`src/rtl/pipe_stage_reg.sv`:
```
// pipe_stage_reg: valid/ready pipeline register between two pipeline stages.
// With SKID_EN=1 a second (skid) entry absorbs the one extra beat that can
// arrive while in_ready is registered, so in_ready never depends on out_ready
// combinationally. With SKID_EN=0 the stage is a single register and in_ready
// is derived combinationally from the downstream handshake.
// out_valid, out_data and occupancy always come straight from flops; an
// empty or flushed stage drives NOP_PAYLOAD on out_data.
module pipe_stage_reg #(
    parameter int unsigned          DATA_W      = 96,
    parameter int unsigned          SKID_EN     = 1,
    parameter logic [DATA_W-1:0]    NOP_PAYLOAD = {DATA_W{1'b0}}
) (
    input  logic                clk,
    input  logic                rst,
    input  logic                flush,
    input  logic                in_valid,
    output logic                in_ready,
    input  logic [DATA_W-1:0]   in_data,
    output logic                out_valid,
    input  logic                out_ready,
    output logic [DATA_W-1:0]   out_data,
    output logic [1:0]          occupancy
);

    typedef enum logic [1:0] {
        ST_EMPTY = 2'd0,
        ST_FULL  = 2'd1,
        ST_SKID  = 2'd2
    } state_t;

    state_t              state_r;
    logic [DATA_W-1:0]   main_data_r;
    logic [DATA_W-1:0]   skid_data_r;
    logic                out_valid_r;
    logic                in_ready_r;
    logic [1:0]          occupancy_r;

    logic                in_xfer_s;
    logic                out_xfer_s;

    // Handshake decode: a beat moves only when both sides agree this cycle.
    assign in_xfer_s  = in_valid && in_ready;
    assign out_xfer_s = out_valid_r && out_ready;

    // Skid mode presents the registered ready; single-register mode lets a
    // consuming downstream make room in the same cycle.
    assign in_ready  = (SKID_EN != 0) ? in_ready_r : (!out_valid_r || out_ready);
    assign out_valid = out_valid_r;
    assign out_data  = main_data_r;
    assign occupancy = occupancy_r;

    // Stage state machine: reset and flush both drop every held entry,
    // reset wins when both are asserted (the result is the same).
    always_ff @(posedge clk) begin
        if (rst || flush) begin
            state_r     <= ST_EMPTY;
            main_data_r <= NOP_PAYLOAD;
            skid_data_r <= NOP_PAYLOAD;
            out_valid_r <= 1'b0;
            in_ready_r  <= 1'b1;
            occupancy_r <= 2'd0;
        end else begin
            case (state_r)
                ST_EMPTY: begin
                    if (in_xfer_s) begin
                        state_r     <= ST_FULL;
                        main_data_r <= in_data;
                        out_valid_r <= 1'b1;
                        in_ready_r  <= 1'b1;
                        occupancy_r <= 2'd1;
                    end else begin
                        state_r     <= ST_EMPTY;
                    end
                end
                ST_FULL: begin
                    if (in_xfer_s && out_xfer_s) begin
                        // Streaming: replace the departing entry in place.
                        main_data_r <= in_data;
                    end else if (in_xfer_s) begin
                        // Downstream stalled: park the new beat behind main
                        // so it leaves second and order is preserved.
                        if (SKID_EN != 0) begin
                            state_r     <= ST_SKID;
                            skid_data_r <= in_data;
                            in_ready_r  <= 1'b0;
                            occupancy_r <= 2'd2;
                        end else begin
                            state_r     <= ST_FULL;
                        end
                    end else if (out_xfer_s) begin
                        state_r     <= ST_EMPTY;
                        main_data_r <= NOP_PAYLOAD;
                        out_valid_r <= 1'b0;
                        occupancy_r <= 2'd0;
                    end else begin
                        state_r     <= ST_FULL;
                    end
                end
                ST_SKID: begin
                    if (out_xfer_s) begin
                        state_r     <= ST_FULL;
                        main_data_r <= skid_data_r;
                        skid_data_r <= NOP_PAYLOAD;
                        in_ready_r  <= 1'b1;
                        occupancy_r <= 2'd1;
                    end else begin
                        state_r     <= ST_SKID;
                    end
                end
                default: begin
                    state_r     <= ST_EMPTY;
                    main_data_r <= NOP_PAYLOAD;
                    skid_data_r <= NOP_PAYLOAD;
                    out_valid_r <= 1'b0;
                    in_ready_r  <= 1'b1;
                    occupancy_r <= 2'd0;
                end
            endcase
        end
    end

endmodule

```
`config.mk`:
```
export PLATFORM = sky130hd
export DESIGN_NAME = pipe_stage_reg
export DESIGN_NICKNAME = d
export VERILOG_FILES = /design/src/rtl/pipe_stage_reg.sv
export SDC_FILE = /design/constraint.sdc
export NUM_CORES = 1
export LEC_CHECK = 0
export ABC_CLOCK_PERIOD_IN_PS = 1900
export CELL_PAD_IN_SITES_DETAIL_PLACEMENT = 1
export CELL_PAD_IN_SITES_GLOBAL_PLACEMENT = 2
export CORE_MARGIN = 8
export CORE_UTILIZATION = 25
export CTS_BUF_LIST = sky130_fd_sc_hd__clkbuf_8 sky130_fd_sc_hd__clkbuf_16
export DETAILED_ROUTE_END_ITERATION = 16
export HOLD_SLACK_MARGIN = 0.03
export PLACE_DENSITY_LB_ADDON = 0.1
export SYNTH_ARGS = -nofsm -noshare
export SYNTH_HDL_FRONTEND = slang
export SYNTH_SLANG_ARGS = --single-unit
export TNS_END_PERCENT = 5
```
`constraint.sdc`:
```
create_clock -name clk -period 1.9 [get_ports clk]
set_input_delay 0.38 -clock clk [delete_from_list [all_inputs] [get_ports clk]]
set_output_delay 0.38 -clock clk [all_outputs]
set_load 0.02 [all_outputs]
```
==> run summary, run 1 <==
Setup crit start: out_data[31]$_SDFFE_PP0P_
Largest cells by area after synthesis: dfxtp_1 (43%), mux2i_1 (10%), a22oi_1 (7.8%)
DRT Pass-1 Iters: 5
CP peak stage delay: 620 ps
I/O pins: 201
Status: complete, no violations
Cell family with most CP delay: buffers and inverters
Yosys reg bits: 198
Post-route met1 wirelength: 17.3 mm
Gate power share: 17.1%
Slew HR: 69.3%
Hold crit path type: reg -> reg
Final period util: 96.8%
Total of max-cap violations: 0
Clock skew: 6.65 ps
Ys Warns: 0
CP endpoint: out_data[31]
Share of layout cells above drive strength 1: 6.15%
Depth of the CTS H-tree: 4
Clock share of power: 38.3%
Clock buffer depth: 2
FILL cells: 4225
Post-CTS sizing: 5
Register area: 0.00397 sq mm
CTS Root Cell: clkbuf_16
Fmax: 0.544 GHz
Crit-path cells: clkdlybuf4s50_1
Via Count: 8952
Vias in the first global route: 9490
Post-CTS Setup Repair Bufs: 0
FP Rows: 70
Chip Width: 209 um
Power per cell area: 773 mW/mm^2
Fin worst setup slack: 61.0 ps
Initial Utilization: 25.4%
GRT overflow: 0
CP max-delay cell: clkdlybuf4s50_1
Unique masters post-synth: 33
Area leader, netlist: dfxtp_1
Most frequent cell after synthesis: dfxtp_1
CP bufs+invs: 1
Wire per inst: 20.5 um
CTS tree: built
Ys flop type: dfxtp_1
DR WL met2: 16.8 mm
Post-synth EDFFs: 0
I/O Buffers: 200
RR Endpoint: out_data[64]$_SDFFE_PP0P_
Post-Route WL: 35.9 mm
Die height: 209 um
Detailed placement HPWL: 22.0 mm
Crit path launch type: flop
Die area: 0.0435 sq mm
Levels on crit path: 1
Crit path DAT: 1460 ps
Ys async rst share: 0%
Synth cell count leaders: dfxtp_1 (198), nand2_1 (176), nor2_1 (103)
Leakage: 4.04 nW
Crit Path Class: reg -> out
Fin. Hold Viols: 0
Antenna Diode Count: 0
Final min period: 1840 ps
DR iter-0 viols: 318
Total CTS buffers: 17
Pin count of the biggest net entering global routing: 62
Unrepaired setup endpoints after global routing: false
Final Wtd Congestion: 0.695
Reg-to-reg setup timing slack: 230 ps
Pint: 6.91 mW
Gr usage total: 16.4%
Top Metal Used: met5
WL met3: 1.25 mm
Via density per instance: 5.11
Crit. End Element: primary output
Drc violations: 0
Worst-Margin Slew: 461 ps
Global-route wire length before repair: 57.0 mm
Slew Viols, Final: 0
Dpl ws: -108 ps
Worst skew pair latency: 450 ps
Syn_area_per_cell: 8.16 sq um
Mapped Area: 0.00927 sq mm
Fin util: 34.2%
Core ar.: 0.0365 sq mm
Antenna violations before repair: 1
Reg2Reg Depth: 6
Clock sinks: 198
Register area share after synthesis: 42.8%
Final ANT Viol Nets: 0
Worst vdd ir: 718 uV
Critical R2R Launch: state_r[1]$_SDFFE_PP0N_
Clk slew on worst S/H paths: 70 ps
Crit path max fanout: 2
Syn Inst Count: 1136
CP required: 1520 ps
Reg power frac: 44.6%
Hold buffers post-CTS: 0
Area of the multi-input gates: 0.00476 sq mm
Mapped Nets: 1237
Switch share: 28.4%
Layout Nets: 1372
# setup viols final: 0
Sw Pwr: 2.74 mW
Area share of the leading cell type in the synthesized netlist: 42.8%
Area added between synthesis and finish: 34.8%
-- registers in the layout (all words and copies together) (netlist names) --
signal,count
skid_data_r,96
state_r,2
occupancy,2
out_data,96
out_valid,1
in_ready,1
-- cells by family after synthesis --
family | Yosys count | share of synthesized area [%]
AO/OA/AOI/OAI | 400 | 26.0
XOR/XNOR | 1 | 0.176
buffers and inverters | 124 | 6.21
flip-flops | 198 | 42.8
multiplexers | 96 | 10.4
AND/OR/NAND/NOR | 317 | 14.5
-- per-stage QoR --
step | area [sq um] | hold WS [ps] | setup TNS [ps] | power (mW) | instances
2_1_floorplan | 9270 | 453 | 0 | 5.26 | 1136
3_3_place_gp | 11900 | 460 | -6520 | 6.08 | 1720
3_5_place_dp | 11900 | 470 | -9280 | 6.09 | 1720
4_1_cts | 12500 | 460 | 0 | 9.84 | 1752
5_1_grt | 12500 | 489 | 0 | 10.1 | 1752
6_report | 12500 | 477 | 0 | 9.65 | 1752
-- layer usage --
layer  vias to the layer above  track usage, %
li1                       4343               -
met1                      4438            21.4
met2                       134            27.3
met3                        35            3.35
met4                         2            4.52
met5                         -               0
-- power by group through the flow --
stage,clock network [mW],logic [mW],registers [mW]
after floorplan,0,0.788,4.47
after global placement,0,1.68,4.40
after detailed placement,0,1.69,4.40
after CTS,3.85,1.69,4.30
after global routing,3.98,1.81,4.32
final,3.70,1.66,4.30
-- how the worst min path moves through the flow --
stage,start,to,slack [ps],cells past startpoint
2_1_floorplan,skid_data_r[0]$_SDFFE_PP0P_,skid_data_r[0]$_SDFFE_PP0P_,450,2
3_3_place_gp,skid_data_r[26]$_SDFFE_PP0P_,skid_data_r[26]$_SDFFE_PP0P_,460,2
3_5_place_dp,skid_data_r[4]$_SDFFE_PP0P_,skid_data_r[4]$_SDFFE_PP0P_,470,2
4_1_cts,out_ready,out_data[77]$_SDFFE_PP0P_,460,5
5_1_grt,out_ready,out_data[77]$_SDFFE_PP0P_,490,5
6_report,skid_data_r[36]$_SDFFE_PP0P_,skid_data_r[36]$_SDFFE_PP0P_,480,2
-- layout by cell type (no fill, tap or decap), drive strengths merged, types with 3 or more instances in the layout --
cell	count
nor2	103
inv	7
buf	40
a21oi	104
clkbuf	18
clkdlybuf4s50	195
o22ai	98
mux2i	96
nand3	3
nand2	177
dfxtp	198
o21ai	97
nand4b	23
dlygate4sd2	4
clkinv	5
a22oi	96
-- final cells by class --
cell class	instances	area share, %
clock buffers	18	3.61
multi-input cells	814	38.1
repair buffers	239	20.8
well taps	468	4.69
clock inverters	14	0.942
inverters	1	0.0301
flip-flops and latches	198	31.8
(Power assumes the default switching activity.)
==> run 2, diff against run 1 <==
--- a/config.mk
+++ b/config.mk
@@ -5,7 +5,7 @@
 export SDC_FILE = /design/constraint.sdc
 export NUM_CORES = 1
 export LEC_CHECK = 0
-export ABC_CLOCK_PERIOD_IN_PS = 1900
+export ABC_CLOCK_PERIOD_IN_PS = 1850
 export CELL_PAD_IN_SITES_DETAIL_PLACEMENT = 1
 export CELL_PAD_IN_SITES_GLOBAL_PLACEMENT = 2
 export CORE_MARGIN = 8
==> constraint.sdc (replaced) <==
create_clock -name clk -period 1.85 [get_ports clk]
set_input_delay 0.37 -clock clk [delete_from_list [all_inputs] [get_ports clk]]
set_output_delay 0.37 -clock clk [all_outputs]
set_load 0.02 [all_outputs]
==> run 2 against run 1 <==
Effect of this change: worst setup slack got worse by 13 ps; total power increased by 8.7%; core utilization increased by 0.92 points; global-route usage decreased by 0.11 points; final area increased by 2.7%; die area unchanged; clock power increased by 17%; first-iteration DRC count decreased by 1.6%; clock skew increased by 2.8 ps; non-clock buffer count increased by 17; critical path type unchanged.
==> run summary, run 2 (synthesized netlist as in run 1, its figures left out) <==
Final ANT Viol Nets: 0
Chip Width: 209 um
Global-route wire length before repair: 57.0 mm
Most frequent cells in the layout: dfxtp_1 (196), nand2_1 (176), clkdlybuf4s50_1 (159)
Via Count: 8904
I/O pins: 201
Vias in the first global route: 9528
CP bufs+invs: 1
Hold buffers post-CTS: 0
Final period util: 97.4%
Total power: 10.5 mW
Initial Utilization: 25.4%
Clock sinks: 198
Crit path DAT: 1430 ps
Fin util: 35.1%
Share of layout cells above drive strength 1: 7.61%
FP Rows: 70
Wire per inst: 20.0 um
CTS Root Cell: clkbuf_16
Cell family with most CP delay: buffers and inverters
Core ar.: 0.0365 sq mm
# setup viols final: 0
Die area: 0.0435 sq mm
DR iter-0 viols: 313
Gr usage total: 16.3%
Power per cell area: 818 mW/mm^2
Leakage: 4.65 nW
Depth of the CTS H-tree: 4
Slew HR: 69.8%
CTS tree: built
Worst skew pair latency: 450 ps
Fin. Hold Viols: 0
Worst vdd ir: 704 uV
Final setup TNS: 0 ps
Final min period: 1800 ps
Pin count of the biggest net entering global routing: 81
Via density per instance: 5.03
Drc violations: 0
Slew Viols, Final: 0
Fmax: 0.555 GHz
CP required: 1480 ps
CP peak stage delay: 650 ps
Hold crit path type: reg -> reg
Crit-path cells: clkdlybuf4s50_1
Clock buffer depth: 2
Crit path max fanout: 2
Unrepaired setup endpoints after global routing: false
Detailed placement HPWL: 22.9 mm
Area added between synthesis and finish: 38.4%
Layout Nets: 1389
Worst-Margin Slew: 453 ps
GRT overflow: 0
Total CTS buffers: 17
Die height: 209 um
Post-Route WL: 35.5 mm
Clock skew: 9.42 ps
DRT Pass-1 Iters: 5
Crit. End Element: primary output
Final Wtd Congestion: 0.705
Fin worst setup slack: 48.4 ps
Clk slew on worst S/H paths: 70 ps
Dpl ws: -161 ps
Total of max-cap violations: 0
Crit Path Class: reg -> out
Antenna violations before repair: 1
Crit path launch type: flop
Status: complete, no violations
Commonest non-fill, non-tap cell in the layout: dfxtp_1
I/O Buffers: 200
CP max-delay cell: clkdlybuf4s50_1
run 2: worst reg2reg max path: stages (launching register included):
cell and delay (ps):
dfxtp_1 480, and2_1 380, o2bb2ai_4 150, buf_12 220
a22oi_1 230, nor2_1 60
run 2: cell type report:
type	count	area, sq um
clock buffer	18	439
timing repair buffer	256	2840
sequential	198	3970
inverter	1	3.75
clock inverter	14	228
tap	468	586
fill	4247	23700
multi-input combinational	814	4760
antenna	1	2.50
run 2: metrics by stage:
| step | hold WS, ps | area (sq um) | std cells |
|---|---|---|---|
| after floorplan | 453 | 9270 | 1136 |
| after global placement | 459 | 12100 | 1737 |
| after detailed placement | 470 | 12100 | 1737 |
| after CTS | 481 | 12800 | 1769 |
| after global routing | 494 | 12800 | 1769 |
| final | 479 | 12800 | 1770 |
run 2: final timing paths:
kind                                              startpoint                      endpoint  slack (ps)  cells after the start
worst max register to register        out_valid$_SDFFE_PP0P_     out_data[60]$_SDFFE_PP0P_         240                      5
worst max-delay path                out_data[5]$_SDFFE_PP0P_                   out_data[5]          50                      1
worst min register to register  skid_data_r[69]$_SDFFE_PP0P_  skid_data_r[69]$_SDFFE_PP0P_         480                      2
worst min-delay path            skid_data_r[69]$_SDFFE_PP0P_  skid_data_r[69]$_SDFFE_PP0P_         480                      2
run 2: what timing repair did:
| item | CTS | global route |
|---|---|---|
| endpoints found under the setup margin | 16 | 24 |
| gates resized for setup | 16 | 24 |
| buffers inserted | 0 | 0 |
| pin swaps | 0 | 0 |
run 2: power by group:
group | switching [mW] | total (mW) | internal, mW
Sequential | 0.0637 | 4.42 | 4.35
Clock | 1.76 | 4.33 | 2.57
Combinational | 0.993 | 1.75 | 0.761
run 2: routing by layer:
metal / global-route usage, % / up-vias / wire [um]
met5: 0 / - / 13
met4: 4.01 / 2 / 350
met3: 3.46 / 24 / 1290
met2: 27.3 / 143 / 16900
met1: 21.1 / 4363 / 17000
li1: - / 4372 / -
==> run 3, diff against run 2 <==
--- a/config.mk
+++ b/config.mk
@@ -7,8 +7,8 @@
 export LEC_CHECK = 0
 export ABC_CLOCK_PERIOD_IN_PS = 1850
 export CELL_PAD_IN_SITES_DETAIL_PLACEMENT = 1
-export CELL_PAD_IN_SITES_GLOBAL_PLACEMENT = 2
-export CORE_MARGIN = 8
+export CELL_PAD_IN_SITES_GLOBAL_PLACEMENT = 1
+export CORE_MARGIN = 2
 export CORE_UTILIZATION = 25
 export CTS_BUF_LIST = sky130_fd_sc_hd__clkbuf_8 sky130_fd_sc_hd__clkbuf_16
 export DETAILED_ROUTE_END_ITERATION = 16
==> run 3 against run 2 <==
Effect of this change: sequential cell count stayed put; wire length is 3.3% lower; first-iteration DRC count is 17% higher; hold slack hardly changed; die area is 11% lower; total power is 5.9% lower; clock skew is 1.5 ps higher; final area is 1.7% lower; non-clock buffer count is 4 lower; critical path type unchanged; critical endpoint is now out_data[80]; largest power group unchanged.
==> run summary, run 3 (synthesized netlist as in run 1, its figures left out) <==
# setup viols final: 0
GRT overflow: 0
Crit-path cells: clkdlybuf4s50_1
Antenna violations before repair: 1
CP required: 1480 ps
Post-Route WL: 34.3 mm
Total power: 9.88 mW
Layout Nets: 1385
Final min period: 1810 ps
Crit path launch type: flop
Pin count of the biggest net entering global routing: 54
Depth of the CTS H-tree: 4
Unrepaired setup endpoints after global routing: false
Fmax: 0.552 GHz
Clock buffer depth: 2
Slew Viols, Final: 0
Final period util: 97.9%
Area after DPL: 0.0120 sq mm
Clock sinks: 198
CP peak stage delay: 630 ps
Post-Layout Cell Count: 1764
CP max-delay cell: clkdlybuf4s50_1
Fin. Hold Viols: 0
Antenna Diode Count: 0
Final setup TNS: 0 ps
Most frequent cells in the layout: dfxtp_1 (195), nand2_1 (176), clkdlybuf4s50_1 (176)
Cell family with most CP delay: buffers and inverters
Post-CTS sizing: 13
Detailed placement HPWL: 21.6 mm
Clock skew: 10.9 ps
DRT Pass-1 Iters: 4
Met2 usage: 29.6%
Power per cell area: 784 mW/mm^2
Met1 Resource Use GR: 24.2%
Initial Utilization: 25.4%
Final ANT Viol Nets: 0
I/O Buffers: 200
Leakage: 4.30 nW
Via Count: 8972
Commonest non-fill, non-tap cell in the layout: dfxtp_1
Total CTS buffers: 17
Status: complete, no violations
Met3 Use GR: 3.30%
Crit. End Element: primary output
Area added between synthesis and finish: 36.0%
Crit Path Class: reg -> out
CTS Root Cell: clkbuf_16
Post-route cell area: 0.0126 sq mm
I/O pins: 201
Worst-Margin Slew: 551 ps
Worst skew pair latency: 450 ps
Die area: 0.0386 sq mm
Worst vdd ir: 668 uV
DR iter-0 viols: 365
Post-CTS Setup Repair Bufs: 0
Hold buffers post-CTS: 0
Total of max-cap violations: 0
Core ar.: 0.0365 sq mm
Chip Width: 197 um
CTS tree: built
Hold crit path type: reg -> reg
Vias in the first global route: 9376
Wire per inst: 19.4 um
Clk slew on worst S/H paths: 70 ps
Placed cells: 1733
Gr usage total: 18.0%
FP Rows: 70
Slew HR: 63.3%
Grt peak-use layer: met2
Crit path DAT: 1440 ps
Crit path max fanout: 2
CP bufs+invs: 1
Final Wtd Congestion: 0.716
Via density per instance: 5.09
Share of layout cells above drive strength 1: 7.41%
Drc violations: 0
Die height: 197 um
Global-route wire length before repair: 54.6 mm
## run 3: changes by cell type in the layout (fill, tap and decap cells not counted), sizes merged
cell and delta:
buf -4, clkdlybuf4s50 +17, bufinv -6, clkinvlp +2, diode -1, inv +2, clkinv +1, dlygate4sd2 -4
dlymetal6s2s -13
## run 3: where the power goes
part           switching, mW  total [mW]  internal, mW
clock network           1.91        3.75          1.84
registers             0.0644        4.41          4.35
logic                  0.986        1.71         0.725
total                   2.96        9.88          6.92
## run 3: layout make-up
type	instances	area (sq um)
clock buffers	18	450
inverters	1	3.75
repair buffers	252	2720
well taps	468	586
fillers	4269	23900
multi-input cells	814	4760
clock inverters	13	115
flip-flops and latches	198	3970
## run 3: path summary, 6_finish.rpt
path	start	to	slack (ps)	cells after the start
hold / removal	skid_data_r[17]$_SDFFE_PP0P_	skid_data_r[17]$_SDFFE_PP0P_	480	2
hold reg to reg	skid_data_r[17]$_SDFFE_PP0P_	skid_data_r[17]$_SDFFE_PP0P_	480	2
setup / recovery	out_data[80]$_SDFFE_PP0P_	out_data[80]	40	1
setup reg to reg	state_r[1]$_SDFFE_PP0N_	out_data[30]$_SDFFE_PP0P_	160	6
## run 3: layer usage
| layer | wire length, um | share of wire, % |
|---|---|---|
| met4 | 438 | 1.3 |
| met2 | 15900 | 47 |
| met1 | 16700 | 49 |
| met5 | 0 | 0 |
| met3 | 1260 | 3.7 |
## run 3: per-stage QoR
| step | hold slack [ps] | setup slack [ps] | utilization, % |
|---|---|---|---|
| 2_1_floorplan | 453 | 251 | - |
| 3_3_place_gp | 460 | -168 | 32.9 |
| 3_5_place_dp | 470 | -190 | 32.9 |
| 4_1_cts | 481 | 2.57 | 34.4 |
| 5_1_grt | 503 | 1.13 | 34.5 |
| 6_report | 479 | 38.6 | 34.5 |
==> RTL change, RTL diff (settings of run 2) <==
The parameter `SKID_EN` goes from 1 to 0. Comments in the files are not updated.
--- a/src/rtl/pipe_stage_reg.sv
+++ b/src/rtl/pipe_stage_reg.sv
@@ -9,3 +9,3 @@
     parameter int unsigned          DATA_W      = 96,
-    parameter int unsigned          SKID_EN     = 1,
+    parameter int unsigned          SKID_EN     = 0,
     parameter logic [DATA_W-1:0]    NOP_PAYLOAD = {DATA_W{1'b0}}
Function: changed (a bounded check fails within 4 cycles, from zero or initial values).
==> RTL change against run 2 <==
Clock power decreased by 49%. Die area decreased by 46%. Setup slack improved by 60 ps. Register-to-register slack got worse by 70 ps. Total power decreased by 48%. Area after synthesis decreased by 49%. Sequential cell count decreased by 98. Critical path depth increased by 5. Wire length decreased by 51%. Design area decreased by 43%. Combinational power decreased by 42%. First-iteration DRC count decreased by 38%. Utilization increased by 4.3 points. Highest routed layer unchanged. Largest cell class unchanged. Critical endpoint is now out_data[19].
==> RTL change: results (changes against run 2) <==
* Inst Count DP: 872 (was 1737)
* DR pass1 iterations: 4 (was 5)
- The final setup skew was 8.37 ps (was 9.42 ps).
* Post-Synthesis Cells: 480 (was 1136)
* Via count: 4409 (was 8904)
- Worst Path Max Fanout: 14 (was 2)
- Top cell types by occurrence after synthesis: sky130_fd_sc_hd__dfxtp_1, sky130_fd_sc_hd__mux2i_1, sky130_fd_sc_hd__nand2_1, sky130_fd_sc_hd__o2111ai_1, sky130_fd_sc_hd__clkbuf_1 (was sky130_fd_sc_hd__dfxtp_1, sky130_fd_sc_hd__nand2_1, sky130_fd_sc_hd__nor2_1, sky130_fd_sc_hd__a21oi_1, sky130_fd_sc_hd__o22ai_1)
* Fraction of final layout cells sized beyond drive strength 1: 0.0749 (was 0.0761)
- Met3 wire length: 1250 um (was 1290 um)
* Largest net degree at the start of global routing: 73 (was 81)
- The count of non-filler cells in the finished layout is 888 (was 1770).
- The data arrival time of the critical path was 2010 ps (was 1430 ps).
* Via count of the first global-routing pass: 4775 (was 9528)
* Initial DRC count: 195 (was 313)
- Cell types occupying the most area after synthesis: sky130_fd_sc_hd__dfxtp_1, sky130_fd_sc_hd__mux2i_1, sky130_fd_sc_hd__o2111ai_1 (was sky130_fd_sc_hd__dfxtp_1, sky130_fd_sc_hd__mux2i_1, sky130_fd_sc_hd__a22oi_1).
* Wirelength, routed: 17200 um (was 35500 um)
- Library cells used by synthesis: 30 (was 33)
- The clock latency at the later pin of the worst-skew pair was 350 ps (was 450 ps).
- The delay of the slowest critical-path stage is 470 ps (was 650 ps).
- The worst relative slew slack was 0.501 (was 0.698).
- The overall track demand over capacity in global routing came to 0.143 (was 0.163).
* Routability congestion estimate: 0.687 (was 0.705)
* Post-Place Cell Area: 6980 um2 (was 12100 um2)
- Met1 usage: 0.167 (was 0.211)
- Antenna diode count: 0 (was 1)
- Status: finished clean (unchanged)
* Synthesized-area fraction occupied by ao, oa, aoi and oai cells: 0.198 (was 0.260)
- The first-pass GRT wire length came to 27000 um (was 57000 um).
* Multiplexer area fraction after synthesis: 0.204 (was 0.104)
- Leakage power: 2.74 nW (was 4.65 nW)
- Synthesized net count: 581 (was 1237)
- Total half-perimeter wirelength after legalization and detailed placement: 12100 um (was 22900 um)
* CTS H-tree depth: 3 (was 4)
* Sequential area share after synthesis: 0.426 (was 0.428)
- The worst ir drop on vdd is 0.425 mV (was 0.704 mV).
- The XOR/XNOR share of the synthesized area was 0 (was 0.00176).
* TritonCTS buffer count: 9 (was 17)
- The global-route met3 utilization was 0.0510 (was 0.0346).
==> RTL change: changes by cell type after synthesis, moves of 5 or more <==
cell	delta
sky130_fd_sc_hd__nor2_1	-101
sky130_fd_sc_hd__a21oi_1	-100
sky130_fd_sc_hd__dfxtp_1	-98
sky130_fd_sc_hd__o22ai_1	-97
sky130_fd_sc_hd__a22oi_1	-96
sky130_fd_sc_hd__o2111ai_1	+96
sky130_fd_sc_hd__nand2_1	-80
sky130_fd_sc_hd__o21ai_0	-56
sky130_fd_sc_hd__o21ai_1	-40
sky130_fd_sc_hd__buf_2	-24
sky130_fd_sc_hd__clkbuf_1	-24
sky130_fd_sc_hd__nand4b_1	-23
sky130_fd_sc_hd__buf_4	-6
sky130_fd_sc_hd__buf_1	-5
==> RTL change: final cells by class <==
class	count	area, um2
clock buffers	9	225
clock inverters	7	115
fillers	2060	11300
inverters	3	13.8
multi-input cells	311	2360
flip-flops and latches	100	2000
well taps	234	293
repair buffers	224	2320
==> RTL change: logic make-up (layout without fill, tap and decap cells) <==
kind of cell           count (synthesis)  count (layout)
and+or+nand+nor                      109             109
muxes                                 96              96
buffers and inverters                 69             243
other                                  1               1
DFF                                  100             100
AOI/OAI and AO/OA                    105             105
==> RTL change: worst paths after layout <==
check | start | to | slack (ps) | cells past startpoint
min | out_data[25] | out_data[25] | 460 | 2
min reg2reg | out_data[25] | out_data[25] | 460 | 2
max | out_ready | out_data[19] | 110 | 6
max reg2reg | state_r[0] | out_data[19] | 170 | 5
==> RTL change: report_power, final <==
part	internal (mW)	total [mW]	switching, mW
clock	1.32	2.20	0.875
combinational	0.538	1.01	0.474
sequential	2.23	2.28	0.0472
==> RTL change: repair_timing <==
item	in CTS	in global routing
setup endpoints to repair	1	23
resized for setup	1	1
pin swaps	0	0
